### src/rtl/if_id_buf.sv
// rtl/if_id_buf.sv - elastic IF->ID buffer presenting a NOP bubble when empty
// Optional perf counters enabled by defining IF_ID_BUF_PERF_EN.
module if_id_buf #(
  parameter int          DEPTH    = 2,
  parameter logic [31:0] NOP_INST = 32'h00000013,
  parameter int          AW       = 1
) (
  input  logic          i_clk,
  input  logic          i_reset_n,
  input  logic [31:0]   i_pc_addr,
  input  logic [31:0]   i_inst_data,
  input  logic          i_valid,
  output logic          o_ready,
  output logic [31:0]   o_pc_addr,
  output logic [31:0]   o_inst_data,
  output logic          o_valid,
  input  logic          i_ready,
  input  logic          i_flush,
  output logic [AW:0]   o_count,
  output logic [31:0]   o_stall_cycles,
  output logic [31:0]   o_flush_drops
);

  localparam logic [AW:0]   LP_DEPTH   = (AW+1)'(DEPTH);
  localparam logic [AW:0]   LP_CNT_ONE = (AW+1)'(1);
  localparam logic [AW-1:0] LP_PTR_ONE = AW'(1);

  logic [31:0]   r_mem_pc   [DEPTH];
  logic [31:0]   r_mem_inst [DEPTH];
  logic [AW:0]   r_count;
  logic [AW-1:0] r_rd_ptr;
  logic [AW-1:0] r_wr_ptr;

  logic w_valid;
  logic w_ready;
  logic w_push;
  logic w_pop;

  // Handshake flags come only from registered count, so i_ready never reaches o_ready.
  assign w_valid = (r_count != '0);
  assign w_ready = (r_count != LP_DEPTH);
  assign w_push  = i_valid & w_ready & ~i_flush;
  assign w_pop   = w_valid & i_ready & ~i_flush;

  assign o_valid     = w_valid;
  assign o_ready     = w_ready;
  assign o_count     = r_count;
  assign o_pc_addr   = w_valid ? r_mem_pc[r_rd_ptr]   : 32'h0;
  assign o_inst_data = w_valid ? r_mem_inst[r_rd_ptr] : NOP_INST;

  always_ff @(posedge i_clk) begin
    if (w_push) begin
      r_mem_pc[r_wr_ptr]   <= i_pc_addr;
      r_mem_inst[r_wr_ptr] <= i_inst_data;
    end
  end

  always_ff @(posedge i_clk or negedge i_reset_n) begin
    if (!i_reset_n) begin
      r_count  <= '0;
      r_rd_ptr <= '0;
      r_wr_ptr <= '0;
    end else if (i_flush) begin
      r_count  <= '0;
      r_rd_ptr <= '0;
      r_wr_ptr <= '0;
    end else begin
      if (w_push) r_wr_ptr <= r_wr_ptr + LP_PTR_ONE;
      if (w_pop)  r_rd_ptr <= r_rd_ptr + LP_PTR_ONE;
      case ({w_push, w_pop})
        2'b10:   r_count <= r_count + LP_CNT_ONE;
        2'b01:   r_count <= r_count - LP_CNT_ONE;
        default: r_count <= r_count;
      endcase
    end
  end

`ifdef IF_ID_BUF_PERF_EN
  logic [31:0] r_stall_cycles;
  logic [31:0] r_flush_drops;
  logic [32:0] w_drops_sum;

  assign w_drops_sum = {1'b0, r_flush_drops} + 33'(r_count);

  always_ff @(posedge i_clk or negedge i_reset_n) begin
    if (!i_reset_n) begin
      r_stall_cycles <= '0;
      r_flush_drops  <= '0;
    end else begin
      if (w_valid && !i_ready && !i_flush && (r_stall_cycles != 32'hFFFFFFFF))
        r_stall_cycles <= r_stall_cycles + 32'd1;
      if (i_flush)
        r_flush_drops <= w_drops_sum[32] ? 32'hFFFFFFFF : w_drops_sum[31:0];
    end
  end

  assign o_stall_cycles = r_stall_cycles;
  assign o_flush_drops  = r_flush_drops;
`else
  assign o_stall_cycles = 32'h0;
  assign o_flush_drops  = 32'h0;
`endif

endmodule

### config.mk
export PLATFORM = sky130hd
export DESIGN_NAME = if_id_buf
export DESIGN_NICKNAME = d
export VERILOG_FILES = /design/src/rtl/if_id_buf.sv
export SDC_FILE = /design/constraint.sdc
export NUM_CORES = 1
export LEC_CHECK = 0
export CAP_MARGIN = 40
export CORE_MARGIN = 1.5
export CORE_UTILIZATION = 48
export CTS_CLUSTER_DIAMETER = 50
export CTS_CLUSTER_SIZE = 12
export DETAILED_ROUTE_END_ITERATION = 10
export MAX_ROUTING_LAYER = met4
export PLACE_DENSITY_LB_ADDON = 0.08
export SYNTH_ARGS = -nofsm -noshare
export SYNTH_HDL_FRONTEND = slang
export SYNTH_SLANG_ARGS = --single-unit
### constraint.sdc
create_clock -name i_clk -period 16.3 [get_ports i_clk]
set_clock_uncertainty 0.05 [all_clocks]
set_input_delay 2.445 -clock i_clk [delete_from_list [all_inputs] [get_ports i_clk]]
set_output_delay 2.445 -clock i_clk [all_outputs]
set_load 0.03 [all_outputs]
**Yosys cells after proc, flatten, opt, wreduce, memory -nomap -nowiden**

Memories as Yosys holds them, arrays and structs flattened.
Cells that the tools add are included.

- Word-level logic and storage cells: 31
- RAM bits: 128
- Output and inout port bits: 132
- Flip-flop bits (word level): 4
- Memories kept: 2
- Bits of input ports: 69

Memory list:

| memory | depth | bits a word | read ports | clocked after memory_dff | write ports | line | text |
|---|---|---|---|---|---|---|---|
| r_mem_inst | 2 | 32 | 1 | 0 | 1 | 29 | `logic [31:0] r_mem_inst [DEPTH];` |
| r_mem_pc | 2 | 32 | 1 | 0 | 1 | 28 | `logic [31:0] r_mem_pc [DEPTH];` |

- Reduce and logical (&&, ||, !) cells: 4
- Eq/ne operators: 3
- Multiplexer cells: 10
- Bitwise logic cells: 5
- Add/sub/neg operators: 4

Operators by type and width:

| cell | count |
|---|---|
| $mux 32 | 2 |
| $mux 1 | 6 |
| $reduce_bool 2->1 | 3 |
| $and 1x1->1 | 4 |
| $pmux 2 s2 | 1 |
| $reduce_bool 3->1 | 1 |
| $add 1x1->1 const B | 2 |
| $add 2x1->2 const B | 1 |
| $eq 2x1->1 const B | 1 |
| $eq 2x2->1 const B | 1 |
| $mux 2 | 1 |
| $ne 2x2->1 const B | 1 |
| $sub 2x1->2 const B | 1 |
| $not 1->1 | 1 |

**Logic depth before layout (Yosys ltp)**

Gate-level depths: netlist of run 1.

- Depth in word-level cells: 6
- Depth in mapped cells: 4
- Gate-level depth less buffers: 4

**Least setup slack after synthesis of run 1**

No wires, ideal clock.

- Path type: input -> register
- Start: input i_valid
- End: memory r_mem_inst[1][0], enable pin
- Slack: 8.467 ns
- Data required time: 15.672 ns
- Path buffers: 0
- Arrival: 7.206 ns
- Cell stages on the path: 2
- Path through: nand2_1 > nor3b_1

- Cells in the longest elaborated chain, start to end: 4

RTL lines:

| item | line | text |
|---|---|---|
| start, declared | 12 | `input logic i_valid,` |
| $and 1x1->1 (2 in series) | 42 | `assign w_push = i_valid & w_ready & ~i_flush;` |
| $mux 1 | 52 | `if (w_push) begin` |
| $mux 1 (implied by the code) | 54 | `r_mem_inst[r_wr_ptr] <= i_inst_data;` |
| end, declared | 29 |  |

No other way between the ends.

**Final worst setup path of run 1**

- Start: register r_count[0], in the netlist o_count[0]
- End: output o_inst_data[4]

- Cells in the longest elaborated chain, start to end: 2

RTL lines:

| item | line | text |
|---|---|---|
| start, declared | 30 | `logic [AW:0] r_count;` |
| start signal, assigned | 71 | `2'b10: r_count <= r_count + LP_CNT_ONE;` |
| start signal, assigned | 72 | `2'b01: r_count <= r_count - LP_CNT_ONE;` |
| start signal, assigned | 73 | `default: r_count <= r_count;` |
| $reduce_bool 2->1 | 40 | `assign w_valid = (r_count != '0);` |
| $mux 32 | 49 | `assign o_inst_data = w_valid ? r_mem_inst[r_rd_ptr] : NOP_INST;` |
| end, declared | 15 | `output logic [31:0] o_inst_data,` |

No other way between the ends.

==> results of run 1 <==
-- state kept, by name, summed over array words and instances, names as in the netlist --
signal,count
o_count,2
r_mem_inst,64
r_wr_ptr,1
r_mem_pc,64
r_rd_ptr,1
-- critical path, stage by stage, from the launching register on --
cell             delay [ps]
dfrtp_1                 470
nor2_4                  690
buf_4                   450
inv_1                   140
nand2_1                  80
clkdlybuf4s50_1         660
-- power by group through the flow --
stage               combinational [mW]  sequential (mW)  clock [mW]
floorplan                       0.0930            0.398           0
global placement                 0.126            0.403           0
detailed placement               0.132            0.400           0
CTS                              0.132            0.393       0.410
global route                     0.140            0.394       0.426
finish                           0.131            0.393       0.403
-- cell families (layout without fill, tap and decap cells) --
logic type                after synthesis  in the layout  synth area share
and+or+nand+nor                        76             76           0.05583
xor gates and xnor gates                1              1          0.001589
muxes                                  64             64            0.1162
other                                   1             64         0.0006802
AOI/OAI and AO/OA                       7              7          0.007036
DFF                                   132            132            0.7154
buffers and inverters                  80            179            0.1033
-- through the flow --
step / instances / total power, mW / area, µm² / hold slack, ps / setup slack, ps
after detailed placement: 631 / 0.5317 / 6829 / 534.1 / 11290
final: 663 / 0.9275 / 7467 / 539.3 / 10900
after global routing: 663 / 0.9607 / 7467 / 580.9 / 10690
after floorplan: 424 / 0.4911 / 5749 / 479.4 / 8467
after CTS: 663 / 0.9357 / 7467 / 543.0 / 10840
after global placement: 630 / 0.5297 / 6802 / 519.6 / 11320
-- area by class of cell --
type | instances | area share
Tap cell | 140 | 0.02346
Timing Repair Buffer | 144 | 0.1930
Sequential cell | 132 | 0.5287
Clock buffer | 17 | 0.05697
Inverter | 3 | 0.001508
Clock inverter | 15 | 0.02849
Multi-Input combinational cell | 212 | 0.1679
-- worst min-delay path by stage --
stage	startpoint	endpoint	slack [ps]	cells after the start
after floorplan	r_wr_ptr	r_wr_ptr	480	2
after CTS	r_wr_ptr	r_wr_ptr	540	2
final	r_wr_ptr	r_wr_ptr	540	2
after global placement	r_wr_ptr	r_wr_ptr	520	2
after detailed placement	r_wr_ptr	r_wr_ptr	530	2
after global routing	r_wr_ptr	r_wr_ptr	580	2
-- synthesized netlist by cell type --
cell        n
a22oi_1     1
nand3_1     1
buf_4      69
inv_1       2
edfxtp_1  128
or4b_1      1
conb_1      1
mux2i_1    64
or3_2       1
a31oi_1     1
nor2_1     64
a21oi_1     2
xor2_1      1
dfrtp_1     4
nor2b_1     1
nor3b_1     1
nor3_1      1
o21ai_0     3
nand3b_1    1
inv_2       1
nand2_1     5
buf_2       8
-- layer usage --
layer | share of wire | up-vias
met5 | 0 | -
met4 | 0.0061 | 0
met3 | 0.084 | 6
met2 | 0.50 | 145
met1 | 0.41 | 1489
li1 | - | 1470
==> flow_summary.json, run 1 <==
{
  "clk-insertion-delay-late_ps": 400,
  "power_density_nw_per_um2": 124.2,
  "cts-root-buf": "clkbuf_16",
  "dieArea_um2": 12140,
  "crit_path_start": "o_count[0]",
  "track_usage": 0.1782,
  "path_clk_slew_ps": 50,
  "htreeDepth": 4,
  "boundaryPins": 201,
  "rows": 38,
  "clock.fmax_mhz": 185.3,
  "cts_tree": "built",
  "dp_hpwl_um": 6623,
  "critPathArrivalTime_ps": 2900,
  "crit_required_ps": 13810,
  "synth_top_area_cell": "edfxtp_1",
  "worstSetupPathType": "flop to output port",
  "synth.distinct_cells": 22,
  "grt_use_met2": 0.2839,
  "postCtsSetupBuffers": 0,
  "slew_headroom": 0.4498,
  "synth_area_um2": 5513,
  "synth_seq_cells": 132,
  "setup_violations": 0,
  "core-area_um2": 11030,
  "routedWlPerCell_um": 15.12,
  "n_antenna_cell": 0,
  "fin_crit_ps": 5397,
  "syn_inst": 361,
  "power.switching_mw": 0.2205,
  "p_int_mw": 0.7071,
  "start_util": 0.4998,
  "drv_slew": 0,
  "r2r_slack_ps": 14410,
  "max-cap-violations": 0,
  "detailroute.via_count": 3110,
  "die_w_um": 110.2,
  "top_usage_layer": "met2",
  "multi_input_area_um2": 1254,
  "fin_nets": 579,
  "final_common_cell": "clkdlybuf4s50_1",
  "dr.first_iter.drc_count": 173,
  "gr-usage-met1": 0.2065,
  "drc": 0,
  "rsz0062_at_grt": "false",
  "fillers": 816,
  "layout_common_cells": "136 x clkdlybuf4s50_1, 128 x edfxtp_1, 64 x mux2i_1, 64 x conb_1, 63 x nor2_1",
  "grt_overflow_total": 0,
  "grt_max_degree": 38,
  "p_sw_frac": 0.2377,
  "cts_hold_buf": 0,
  "seq_power_share": 0.424,
  "synth_area_leaders": "edfxtp_1 70%, mux2i_1 12%, buf_4 9.4%, nor2_1 4.4%, dfrtp_1 1.8%",
  "fin_util": 0.6770,
  "area_delta_synth_final_pct": 35.45,
  "ys_seq_area_frac": 0.7154,
  "fin_crit_sh": 0.3311,
  "cp-start-kind": "flop",
  "cts_resized": 0,
  "grt.met3_usage": 0.08054,
  "power.share.clock": 0.435,
  "synth_top_area_share": 0.6972,
  "ant_nets": 0,
  "drive_above_1_share": 0.08413,
  "cts_buffer_depth": 2,
  "grt_pass1_wl_um": 15140,
  "min_path_type": "flop to flop",
  "p_comb_frac": 0.141,
  "worst_pin_slew_ps": 823.3,
  "vias_per_cell": 4.691,
  "crit_end": "o_inst_data[4]",
  "leakage_nw": 2.629,
  "rr_endpoint": "r_mem_pc[1][13]",
  "dr.pass1.iters": 4,
  "finalSetupTns_ps": 0,
  "cts_buffers": 17,
  "ir_drop_mv": 0.08569,
  "hold_viol": 0,
  "ys_warn_count": 0,
  "seqCellArea_um2": 3948,
  "endpoint_kind": "output port",
  "path_max_fanout": 34,
  "status": "complete, no violations",
  "reg2reg_from": "o_count[1]",
  "place_congestion": 0.7591,
  "drt-total-wl_um": 10030,
  "reg2reg_depth": 5,
  "cts_sinks": 132,
  "grt_pass1_vias": 3061,
  "die_h_um": 110.2,
  "synth_area_per_cell_um2": 15.27,
  "antenna_found_initial": 0,
  "io_buffer_count": 136
}
Power figures use the tool's default switching activity.
==> inputs of run 2 (changes only) <==
CORE_UTILIZATION = 45   (was 48)
clock period = 5.1 ns   (was 16.3 ns; I/O delays follow)
==> run 2 against run 1 <==
Against the previous run: die area increased by 6.5%; via count decreased by 0.13%; flip-flop and latch count unchanged; sequential power increased to 3.2 times the previous value; final area decreased by 0.79%; global-route usage decreased by 0.68 points; critical endpoint is now o_inst_data[2].
==> flow_summary.json, run 2 (synthesis results as in run 1) <==
{
  "vias_per_cell": 4.657,
  "critPathArrivalTime_ps": 2740,
  "start_util": 0.4609,
  "fin_crit_ps": 3560,
  "cts_sinks": 132,
  "area_delta_synth_final_pct": 34.39,
  "place_congestion": 0.7801,
  "die_h_um": 113.7,
  "max_stage_delay_ps": 670,
  "htreeDepth": 4,
  "rows": 40,
  "drt-total-wl_um": 10250,
  "drive_above_1_share": 0.07115,
  "critPathTopFamily": "buffers and inverters",
  "grt_pass1_vias": 3079,
  "boundaryPins": 201,
  "rr_endpoint": "r_mem_inst[1][15]",
  "cp-start-kind": "flop",
  "reg2reg_depth": 5,
  "worst_pin_slew_ps": 862.8,
  "crit_slowest_cell": "nor2_4",
  "grt_overflow_total": 0,
  "cts_hold_buf": 0,
  "dieArea_um2": 12920,
  "path_max_fanout": 33,
  "crit_required_ps": 4280,
  "die_w_um": 113.7,
  "cts_buffer_depth": 2,
  "cp.depth": 4,
  "clk-insertion-delay-late_ps": 400,
  "drv_slew": 0,
  "slew_headroom": 0.4242,
  "leakage_nw": 2.584,
  "status": "complete, no violations",
  "routedWlPerCell_um": 15.36,
  "min_path_type": "input port to async pin",
  "reg2reg_from": "o_count[1]",
  "layout_common_cells": "136 x clkdlybuf4s50_1, 128 x edfxtp_1, 64 x mux2i_1, 64 x conb_1, 63 x nor2_1",
  "cts_buffers": 17,
  "hold_viol": 0,
  "clock.fmax_mhz": 280.9,
  "fin_nets": 577,
  "ir_drop_mv": 0.2084,
  "cts_tree": "built",
  "cts-root-buf": "clkbuf_16",
  "power_density_nw_per_um2": 384.7,
  "postCtsSetupBuffers": 0,
  "endpoint_kind": "output port",
  "n_antenna_cell": 0,
  "track_usage": 0.1713,
  "max-cap-violations": 0,
  "ant_nets": 0,
  "hold-worst-slack_ps": 505.5,
  "dr.pass1.iters": 4,
  "io_buffer_count": 136,
  "grt_max_degree": 44,
  "dr.first_iter.drc_count": 82,
  "antenna_found_initial": 0,
  "final_common_cell": "clkdlybuf4s50_1",
  "core-area_um2": 11960,
  "setup_violations": 0,
  "fin_crit_sh": 0.6980,
  "dp_hpwl_um": 6666,
  "r2r_slack_ps": 2560,
  "path_cells": "nor2_4 -> buf_4 -> nor2_1 -> clkdlybuf4s50_1",
  "critPathBufInv": 2,
  "drc": 0,
  "detailroute.via_count": 3106,
  "grt_pass1_wl_um": 15690,
  "rsz0062_at_grt": "false",
  "path_clk_slew_ps": 50,
  "cts_resized": 0,
  "worstSetupPathType": "flop to output port",
  "finalSetupTns_ps": 0
}
run 2: cell types whose count changed in the layout (fill, tap and decap cells not counted), sizes merged:
cell	change
bufinv	-2
buf	-2
clkinv	-3
clkbuf	+3
clkinvlp	+1
run 2: where the power goes:
part           internal, mW  switching, mW
logic                 0.164          0.258
registers              1.24         0.0194
clock network         0.758          0.416
run 2: metal layers:
metal | up-vias | global-route usage | share of wire
met1 | 1483 | 0.2040 | 0.42
met2 | 150 | 0.2691 | 0.50
met3 | 8 | 0.06642 | 0.070
li1 | 1465 | - | -
met5 | - | - | 0
met4 | 0 | 0.05750 | 0.0060
run 2: cell type report:
| class | count | area (µm²) |
|---|---|---|
| repair buffers | 142 | 1426 |
| clock buffers | 20 | 436.7 |
| fillers | 915 | 4553 |
| inverters | 3 | 11.26 |
| flip-flops and latches | 132 | 3948 |
| well taps | 147 | 183.9 |
| multi-input cells | 212 | 1266 |
| clock inverters | 11 | 136.4 |
run 2: through the flow:
step | total power, mW | util | setup slack [ps] | instance area, µm² | cells
finish | 2.850 | 0.6194 | 1540 | 7408 | 667
global route | 2.957 | 0.6194 | 1322 | 7408 | 667
CTS | 2.875 | 0.6194 | 1442 | 7408 | 667
detailed placement | 1.702 | 0.5714 | 1864 | 6835 | 636
global placement | 1.695 | 0.5691 | 1910 | 6808 | 635
floorplan | 1.567 | - | 929.7 | 5759 | 424
run 2: worst max path at each step:
stage | startpoint | end | slack, ps
global route | o_count[0] | o_pc_addr[19] | 1320
finish | o_count[0] | o_inst_data[2] | 1540
global placement | i_valid | r_mem_inst[1][21] | 1910
floorplan | o_count[1] | r_mem_inst[1][0] | 930
detailed placement | i_valid | r_mem_inst[1][12] | 1860
CTS | o_count[0] | o_inst_data[2] | 1440
==> inputs of run 3 (changes only) <==
CORE_UTILIZATION = 40   (was 45)
clock period = 2.85 ns   (was 5.1 ns; I/O delays follow)
==> run 3 against run 2 <==
Against the previous run: die area rose by 12%; power increased by 75%; sequential power increased by 79%; first-iteration DRC count grew 17%; combinational power up 83%; register-to-register slack got worse by 1500 ps; sequential share of layout area shrank 0.36 points; count of clock-buffer cells in the layout did not move; worst hold slack lost 300 ps; non-clock buffer count rose by 3; critical path type unchanged; largest power group unchanged.
==> flow_summary.json, run 3 (synthesis results as in run 1) <==
{
  "p_sw_frac": 0.2433,
  "die_w_um": 120.4,
  "leakage_nw": 2.596,
  "rows": 42,
  "dr.first_iter.drc_count": 96,
  "grt_pass1_vias": 3018,
  "place_inst": 668,
  "max_stage_delay_ps": 600,
  "min_path_type": "input port to async pin",
  "layout_common_cells": "136 x clkdlybuf4s50_1, 128 x edfxtp_1, 64 x mux2i_1, 64 x conb_1, 63 x nor2_1",
  "finalSetupTns_ps": 0,
  "path_cells": "nor2_4 -> buf_4 -> nor2_1 -> clkdlybuf4s50_1",
  "boundaryPins": 201,
  "worstSetupPathType": "flop to output port",
  "ir_drop_mv": 0.3957,
  "cts_buffers": 17,
  "worst_pin_slew_ps": 508.6,
  "drive_above_1_share": 0.07663,
  "fillers": 1126,
  "path_max_fanout": 14,
  "seqCellArea_um2": 3950,
  "crit_required_ps": 2370,
  "fin_cells": 698,
  "grt_pass1_wl_um": 15690,
  "drv_slew": 0,
  "htreeDepth": 4,
  "place_congestion": 0.7149,
  "grt_overflow_total": 0,
  "die_h_um": 120.4,
  "dp_hpwl_um": 6761,
  "clk-insertion-delay-late_ps": 410,
  "dr.pass1.iters": 4,
  "crit_slowest_cell": "clkdlybuf4s50_1",
  "cts-root-buf": "clkbuf_16",
  "antenna_found_initial": 0,
  "p_comb_frac": 0.156,
  "cts_tree": "built",
  "crit_path_start": "o_count[0]",
  "p_int_mw": 3.765,
  "pre_cts_ws_ps": 469.0,
  "fin_nets": 580,
  "layout_setup_ws_ps": 146.7,
  "critPathArrivalTime_ps": 2230,
  "max-cap-violations": 0,
  "power.share.clock": 0.394,
  "cts_hold_buf": 0,
  "cp-start-kind": "flop",
  "area_delta_synth_final_pct": 35.38,
  "clock.fmax_mhz": 369.9,
  "drt-total-wl_um": 10290,
  "path_clk_slew_ps": 50,
  "reg2reg_from": "o_count[1]",
  "grt_max_degree": 40,
  "status": "complete, no violations",
  "ant_nets": 0,
  "drc": 0,
  "io_buffer_count": 136,
  "hold_viol": 0,
  "rsz0062_at_grt": "false",
  "start_util": 0.4130,
  "seq_power_share": 0.450,
  "fin_crit_ps": 2703,
  "track_usage": 0.1518,
  "detailroute.via_count": 3078,
  "dieArea_um2": 14500,
  "slew_headroom": 0.6609,
  "n_antenna_cell": 0,
  "final_common_cell": "clkdlybuf4s50_1",
  "cts_sinks": 132,
  "endpoint_kind": "output port",
  "vias_per_cell": 4.410,
  "cts_buffer_depth": 2,
  "postCtsSetupBuffers": 0,
  "multi_input_area_um2": 1281,
  "routedWlPerCell_um": 14.74,
  "core-area_um2": 13350,
  "power_density_nw_per_um2": 666.6,
  "fin_crit_sh": 0.9485,
  "power.switching_mw": 1.210,
  "setup_violations": 0
}
## run 3: changes by cell type in the layout (fill, tap and decap cells not counted), sizes merged
cell      change
buf           +3
bufinv        -1
clkinvlp      -4
clkinv        +4
## run 3: power by group through the flow
stage	combinational (mW)	clock [mW]	sequential, mW
2_1_floorplan	0.536	0	2.27
3_3_place_gp	0.777	0	2.27
3_5_place_dp	0.779	0	2.28
4_1_cts	0.784	2.01	2.24
5_1_grt	0.824	2.09	2.24
6_report	0.774	1.96	2.24
## run 3: path summary, 6_finish.rpt
check / endpoint / slack (ps) / cells after the start
max: o_inst_data[29] / 150 / 4
min: r_rd_ptr / 200 / 1
max reg2reg: r_mem_pc[0][9] / 1090 / 5
min reg2reg: r_wr_ptr / 570 / 2
max in group asynchronous: r_rd_ptr / 2310 / 1
min in group i_clk: r_mem_inst[1][1] / 550 / 1
## run 3: repair_timing
action,in CTS,in global routing
endpoints found under the setup margin,0,26
hold endpoints to repair,0,0
gates resized for setup,0,1
## run 3: worst max-delay path, delay by kind of cell, from the launching register on
kind	cells	cell delay [ps]
flops	1	480
buf+inv	2	880
simple gates	2	450
## run 3: stage by stage
stage	util	total power, mW	cell area, µm²	hold slack [ps]
6_report	0.5591	4.975	7463	203.3
5_1_grt	0.5591	5.160	7463	199.5
4_1_cts	0.5589	5.032	7460	192.6
3_5_place_dp	0.5193	3.057	6932	560.9
3_3_place_gp	0.5193	3.052	6932	555.9
2_1_floorplan	-	2.807	5792	81.91
## run 3: cell type report
cell class	instances	share of cell area
Timing Repair Buffer	145	0.1970
Tap cell	176	0.02951
Clock inverter	10	0.01224
Clock buffer	20	0.05851
Sequential cell	132	0.5293
Inverter	3	0.001844
Multi-Input combinational cell	212	0.1717
## run 3: metal layers
| layer | GRT usage | wire length, µm |
|---|---|---|
| met1 | 0.1884 | 4657 |
| met2 | 0.2259 | 4791 |
| met3 | 0.05236 | 658 |
| met4 | 0.06838 | 182 |
| met5 | - | 0 |
